<file path="src/rtl/bcci_out_pkg.sv">
// Shared types and helpers for the AXI4-Stream output packer.
package bcci_out_pkg;

  typedef enum logic [1:0] {IDLE, RUN, FLUSH, DONE} state_e;

  // Byte size of one pixel in the default 3 x 8-bit configuration.
  localparam int PIXEL_BYTES = 3;
  localparam int MAX_KEEP    = 256;

  function automatic logic [MAX_KEEP-1:0] keep_mask(input int n_lanes,
                                                    input int pix_bytes = PIXEL_BYTES);
    logic [MAX_KEEP-1:0] m;
    m = '0;
    for (int i = 0; i < MAX_KEEP; i++) m[i] = (i < n_lanes * pix_bytes);
    return m;
  endfunction

endpackage

</file>
<file path="src/rtl/bcci_axis_out_reg.sv">
// Single-entry AXI4-Stream output holding register; free_o says a new beat may load now.
module bcci_axis_out_reg #(
  parameter int DW = 96,
  parameter int KW = DW / 8
) (
  input  logic          clk_i,
  input  logic          rst_i,
  input  logic          load_i,
  input  logic [DW-1:0] data_i,
  input  logic [KW-1:0] keep_i,
  input  logic          last_i,
  input  logic          user_i,
  input  logic          tready_i,
  output logic          tvalid_o,
  output logic [DW-1:0] tdata_o,
  output logic [KW-1:0] tkeep_o,
  output logic          tlast_o,
  output logic          user_o,
  output logic          free_o
);

  logic          vld_q;
  logic [DW-1:0] data_q;
  logic [KW-1:0] keep_q;
  logic          last_q, user_q;

  assign free_o = !vld_q || tready_i;

  // Load may coincide with the drain of the previous beat.
  always_ff @(posedge clk_i) begin
    if (rst_i) begin
      vld_q  <= 1'b0;
      data_q <= '0;
      keep_q <= '0;
      last_q <= 1'b0;
      user_q <= 1'b0;
    end else if (load_i) begin
      vld_q  <= 1'b1;
      data_q <= data_i;
      keep_q <= keep_i;
      last_q <= last_i;
      user_q <= user_i;
    end else if (tready_i) begin
      vld_q  <= 1'b0;
    end
  end

  assign tvalid_o = vld_q;
  assign tdata_o  = data_q;
  assign tkeep_o  = keep_q;
  assign tlast_o  = last_q;
  assign user_o   = user_q;

endmodule

</file>
<file path="src/rtl/bcci_axis_out_packer.sv">
// Packs upsampled pixels into AXI4-Stream beats with row tlast, frame tuser and a done pulse.
module bcci_axis_out_packer
  import bcci_out_pkg::*;
#(
  parameter int CHANNEL_WIDTH      = 8,
  parameter int CHANNELS           = 3,
  parameter int PIXELS_PER_BEAT    = 4,
  parameter int AXISOUT_DATA_WIDTH = PIXELS_PER_BEAT * CHANNELS * CHANNEL_WIDTH,
  parameter int DST_IMG_WIDTH      = 3840,
  parameter int DST_IMG_HEIGHT     = 2160
) (
  input  logic                                clk,
  input  logic                                rst,
  input  logic                                cfg_start,
  output logic                                busy,
  input  logic                                s_pix_valid,
  output logic                                s_pix_ready,
  input  logic [CHANNELS*CHANNEL_WIDTH-1:0]   s_pix_data,
  output logic                                m_axis_tvalid,
  input  logic                                m_axis_tready,
  output logic [AXISOUT_DATA_WIDTH-1:0]       m_axis_tdata,
  output logic [AXISOUT_DATA_WIDTH/8-1:0]     m_axis_tkeep,
  output logic [AXISOUT_DATA_WIDTH/8-1:0]     m_axis_tstrb,
  output logic                                m_axis_tlast,
  output logic                                m_axis_user,
  output logic                                interrupt_updone
);

  localparam int PPB = PIXELS_PER_BEAT;
  localparam int PW  = CHANNELS * CHANNEL_WIDTH;
  localparam int PB  = PW / 8;
  localparam int KW  = AXISOUT_DATA_WIDTH / 8;
  localparam int CW  = (DST_IMG_WIDTH  > 1) ? $clog2(DST_IMG_WIDTH)  : 1;
  localparam int RW  = (DST_IMG_HEIGHT > 1) ? $clog2(DST_IMG_HEIGHT) : 1;
  localparam int LW  = (PPB > 1) ? $clog2(PPB) : 1;
  localparam logic [CW-1:0] COL_LAST  = CW'(DST_IMG_WIDTH - 1);
  localparam logic [RW-1:0] ROW_LAST  = RW'(DST_IMG_HEIGHT - 1);
  localparam logic [LW-1:0] LANE_LAST = LW'(PPB - 1);

  state_e               state_q, state_d;
  logic [CW-1:0]        col_q, col_d;
  logic [RW-1:0]        row_q, row_d;
  logic [LW-1:0]        lane_q, lane_d;
  logic [PPB-1:0][PW-1:0] acc_q, acc_d, beat;
  logic [KW-1:0]        beat_keep;
  logic                 beat_last, beat_user;
  logic                 completes, out_free, pix_ack, load;

  always_comb begin
    completes   = (lane_q == LANE_LAST) || (col_q == COL_LAST);
    s_pix_ready = (state_q == RUN) && (!completes || out_free);
    pix_ack     = s_pix_valid && s_pix_ready;
    load        = pix_ack && completes;
    // Completing pixel is merged straight into the beat; lanes above it read as zero.
    beat = '0;
    for (int k = 0; k < PPB; k++) begin
      if (k < int'(lane_q))       beat[k] = acc_q[k];
      else if (k == int'(lane_q)) beat[k] = s_pix_data;
    end
    beat_keep = KW'(keep_mask(int'(lane_q) + 1, PB));
    beat_last = (col_q == COL_LAST);
    beat_user = (row_q == '0) && (int'(col_q) == int'(lane_q));
  end

  always_comb begin
    state_d = state_q;
    col_d   = col_q;
    row_d   = row_q;
    lane_d  = lane_q;
    acc_d   = acc_q;
    case (state_q)
      IDLE: if (cfg_start) begin
        state_d = RUN;
        col_d   = '0;
        row_d   = '0;
        lane_d  = '0;
      end
      RUN: if (pix_ack) begin
        acc_d[lane_q] = s_pix_data;
        if (col_q == COL_LAST) begin
          col_d  = '0;
          lane_d = '0;
          if (row_q == ROW_LAST) begin
            row_d   = '0;
            state_d = FLUSH;
          end else begin
            row_d = row_q + RW'(1);
          end
        end else begin
          col_d  = col_q + CW'(1);
          lane_d = completes ? '0 : lane_q + LW'(1);
        end
      end
      FLUSH: if (m_axis_tvalid && m_axis_tready) state_d = DONE;
      DONE:  state_d = IDLE;
      default: state_d = IDLE;
    endcase
  end

  always_ff @(posedge clk) begin
    if (rst) begin
      state_q <= IDLE;
      col_q   <= '0;
      row_q   <= '0;
      lane_q  <= '0;
      acc_q   <= '0;
    end else begin
      state_q <= state_d;
      col_q   <= col_d;
      row_q   <= row_d;
      lane_q  <= lane_d;
      acc_q   <= acc_d;
    end
  end

  assign busy             = (state_q == RUN) || (state_q == FLUSH);
  assign interrupt_updone = (state_q == DONE);
  assign m_axis_tstrb     = m_axis_tkeep;

  bcci_axis_out_reg #(.DW(AXISOUT_DATA_WIDTH), .KW(KW)) u_out (
    .clk_i    (clk),
    .rst_i    (rst),
    .load_i   (load),
    .data_i   (beat),
    .keep_i   (beat_keep),
    .last_i   (beat_last),
    .user_i   (beat_user),
    .tready_i (m_axis_tready),
    .tvalid_o (m_axis_tvalid),
    .tdata_o  (m_axis_tdata),
    .tkeep_o  (m_axis_tkeep),
    .tlast_o  (m_axis_tlast),
    .user_o   (m_axis_user),
    .free_o   (out_free)
  );

endmodule
</file>
<file path="config.mk">
export PLATFORM = sky130hd
export DESIGN_NAME = bcci_axis_out_packer
export DESIGN_NICKNAME = d
export VERILOG_FILES = /design/src/rtl/bcci_out_pkg.sv /design/src/rtl/bcci_axis_out_reg.sv /design/src/rtl/bcci_axis_out_packer.sv
export SDC_FILE = /design/constraint.sdc
export NUM_CORES = 1
export LEC_CHECK = 0
export CAP_MARGIN = 30
export CORE_UTILIZATION = 44
export DETAILED_ROUTE_END_ITERATION = 12
export PLACE_DENSITY = 0.75
export REMOVE_ABC_BUFFERS = 1
export SLEW_MARGIN = 20
export SYNTH_ARGS = -nofsm -noshare
export SYNTH_HDL_FRONTEND = slang
export SYNTH_SLANG_ARGS = --single-unit
</file>
<file path="constraint.sdc">
create_clock -name clk -period 2.3 [get_ports clk]
set_input_delay 0.46 -clock clk [delete_from_list [all_inputs] [get_ports clk]]
set_output_delay 0.46 -clock clk [all_outputs]
set_load 0.03 [all_outputs]
</file>
==> impl_metrics.tcl <==
set metrics [dict create \
    slew_headroom_pct 62.0 \
    coreArea_um2 19700 \
    setup_violations 0 \
    fin_util_pct 60.1 \
    vias 7721 \
    synth_enable_flop_cells 0 \
    cts_buffers 23 \
    grt_max_degree 75 \
    path_max_fanout 3 \
    antenna_found_initial 0 \
    period_needed_ns 2.27 \
    wl_per_cell_um 16.3 \
    final_cells 1417 \
    synth_xor_area_share_pct 0.488 \
    crit_type "reg -> out" \
    drv_slew 0 \
    hp-class "in -> reg" \
    dr.pass1.iters 7 \
    max_cap_viol_count 0 \
    synthSimpleGateAreaFrac_pct 19.5 \
    worstPathArrival_ns 1.81 \
    synth.most_common_cell "dfxtp_1" \
    drtIter0Drc 369 \
    io_pins 155 \
    rrSetupSlack_ns 0.18 \
    port_buffers 154 \
    cts_max_level 1 \
    finalCritPeriodShare_pct 98.8 \
    skew_ns 0.0101 \
    synthCells 997 \
    place_congestion 0.843 \
    start_util_pct 45.5 \
    hold_viol 0 \
    area_growth_pct 32.2 \
    hp-start "rst" \
    synth_area_leader_cell "dfxtp_1" \
    cts_tree "yes" \
    clkTransAtPathRegs_ns 0.06 \
    root_buffer "clkbuf_16" \
    cp-start-kind "register" \
    die_w_um 145 \
    synth_compound_area_share_pct 14.8 \
    ir_drop_v 0.000543 \
    hpwl_mm 14.8 \
    ys_seq_elements 207 \
    postRouteAntennaNets 0 \
    post-synth-top-area-fraction_pct 46.2 \
    synthFlopType "dfxtp_1" \
    worstRegToRegCells 9 \
    hold_depth 2 \
    power.total_mw 9.31 \
    fp-row-count 51 \
    outcome "finished, final reports clean" \
    chipHeight_um 145 \
    fin_nets 1179 \
    drc_errors 0 \
    routed_wl_mm 23.0 \
    synth_fa_ha_area_share_pct 1.95 \
    gr-total-overflow 0 \
    synthTopCellsByArea "dfxtp_1, mux2i_1, nor2_1" \
    leakagePower_nw 4.84 \
    slowest_stage "dfxtp_2" \
    end_kind "output pin" \
    dieArea_um2 20900 \
    timing.rr.start "state_q[1]$_SDFFE_PP0P_" \
    synth_top_family_by_area "simple AND/OR/NAND/NOR gates" \
    crit_required_ns 1.84 \
    synth.distinct_cells 54 \
    diodes 0 \
    fmax_ghz 0.440 \
    drive_gt1_share_pct 10.6 \
    track_usage_pct 22.4 \
    grt_pass1_wl_mm 37.5 \
    ys_seq_area_share_pct 46.2 \
    synth_area_um2 8960 \
    crit_top_cell "nor2_1" \
    p_per_area_nw_per_um2 786 \
    avgSynthCellArea_um2 8.99 \
    synth-async-reset-ratio_pct 0 \
    clock_latency_ns 0.51 \
    synth_top_cells_by_count "dfxtp_1, nor2_1, mux2i_1" \
    viasPerCell 5.45 \
    slowest_delay_ns 0.32 \
    grt_setup_unrepaired "yes" \
    hold_buffers 0 \
    yosys_warnings 0 \
    placed_cells 1374 \
    first_global_vias 7243 \
    clk_path_buf_depth 3 \
    path_cells "ha_2, and2_4, a41oi_4, nor2_1, nor2_1, buf_4" \
    synthMuxAreaShare_pct 10.9 \
    r2r-end "col_q[1]$_SDFFE_PP0P_" \
    hold_end "u_out.tdata_o[95]$_SDFFE_PP0P_" \
    clock_sinks 207 \
    setup_tns_ns 0 \
    worstMarginPinSlew_ns 0.570 \
]
-- kinds of logic after synthesis --
| group | Yosys count |
|---|---|
| and+or+nand+nor | 388 |
| DFF | 207 |
| AOI/OAI and AO/OA | 177 |
| buffers and inverters | 108 |
| muxes | 98 |
| adders and majority gates | 14 |
| xor gates and xnor gates | 5 |
-- registers in the layout (all words and copies together) (netlist names) --
register	cells
u_out.tdata_o	96
col_q	12
u_out.tkeep_o	8
lane_q	2
u_out.tvalid_o	1
acc_q	72
row_q	12
state_q	2
u_out.user_o	1
u_out.tlast_o	1
-- stage by stage --
step,hold WS [ns],area (um^2),setup slack (ns)
5_1_grt,0.362,11800,-0.00623
2_1_floorplan,0.463,8470,-3.28
3_5_place_dp,0.451,11000,-0.112
4_1_cts,0.340,11800,0.0115
3_3_place_gp,0.461,11000,-0.00502
6_report,0.353,11800,0.0287
-- area by class of cell --
cell class / count / area (um^2)
clock inverters: 10 / 140
clock buffers: 31 / 676
repair buffers: 210 / 2150
inverters: 12 / 45.0
well taps: 265 / 332
flip-flops and latches: 207 / 4150
fillers: 1682 / 7870
multi-input cells: 682 / 4360
-- how the worst max path moves through the flow --
stage	start	endpoint	slack, ns	cells past startpoint
after detailed placement	m_axis_tready	u_out.tkeep_o[6]$_SDFFE_PP0P_	-0.11	8
final	col_q[1]$_SDFFE_PP0P_	s_pix_ready	0.03	6
after floorplan	lane_q[1]$_SDFFE_PP0P_	u_out.tkeep_o[7]$_SDFFE_PP0P_	-3.28	5
after CTS	state_q[1]$_SDFFE_PP0P_	s_pix_ready	0.01	6
after global routing	col_q[1]$_SDFFE_PP0P_	s_pix_ready	-0.006	6
after global placement	m_axis_tready	u_out.tdata_o[59]$_SDFFE_PP0P_	-0.005	8
-- routing by layer --
layer,GRT usage (%),vias to the layer above,part of all wire (%)
met4,5.32,0,1.8
met2,37.5,194,47
li1,-,3822,-
met3,4.64,33,5.6
met5,0,-,0
met1,29.5,3672,46
-- power by group --
group          total, mW  switching (mW)  internal, mW
logic               1.71           0.954         0.752
registers           3.74          0.0597          3.68
clock network       3.87            1.47          2.40
total               9.31            2.48          6.83
-- repair_timing --
item,4_1_cts,5_1_grt
resized for setup,3,11
pin swaps,3,1
cloned,0,0
endpoints found under the setup margin,2,24
setup buffers,2,0
endpoints found under the hold margin,0,0
-- worst max-delay path, delay by kind of cell, from the launching register on --
| kind | cells | cell delay [ns] |
|---|---|---|
| flip-flops | 1 | 0.32 |
| AO/OA/AOI/OAI | 1 | 0.23 |
| AND/OR/NAND/NOR | 3 | 0.39 |
| buffers and inverters | 1 | 0.19 |
| adder cells (fa/ha/maj) | 1 | 0.18 |
-- cells in the final DEF, fill, tap and decap left out, types with 4 or more instances in the layout --
cell type / netlist / routed
nor4_1: 6 / 6
o31ai_1: 6 / 6
clkbuf_8: 0 / 7
and3_1: 30 / 30
clkdlybuf4s50_1: 0 / 151
o21ai_0: 12 / 12
or4_1: 7 / 7
buf_4: 18 / 42
nand2b_1: 4 / 4
a311oi_1: 8 / 8
buf_12: 0 / 15
dfxtp_1: 207 / 202
nand3_1: 9 / 9
clkbuf_16: 0 / 23
ha_2: 0 / 5
nor2_1: 205 / 205
a211oi_1: 73 / 73
nand2_1: 50 / 50
ha_1: 14 / 8
a22oi_1: 26 / 26
mux2i_1: 98 / 98
a21oi_1: 26 / 26
dfxtp_2: 0 / 5
nor3_1: 59 / 59
inv_1: 12 / 12
No activity file was read; power rests on OpenSTA's default activity.
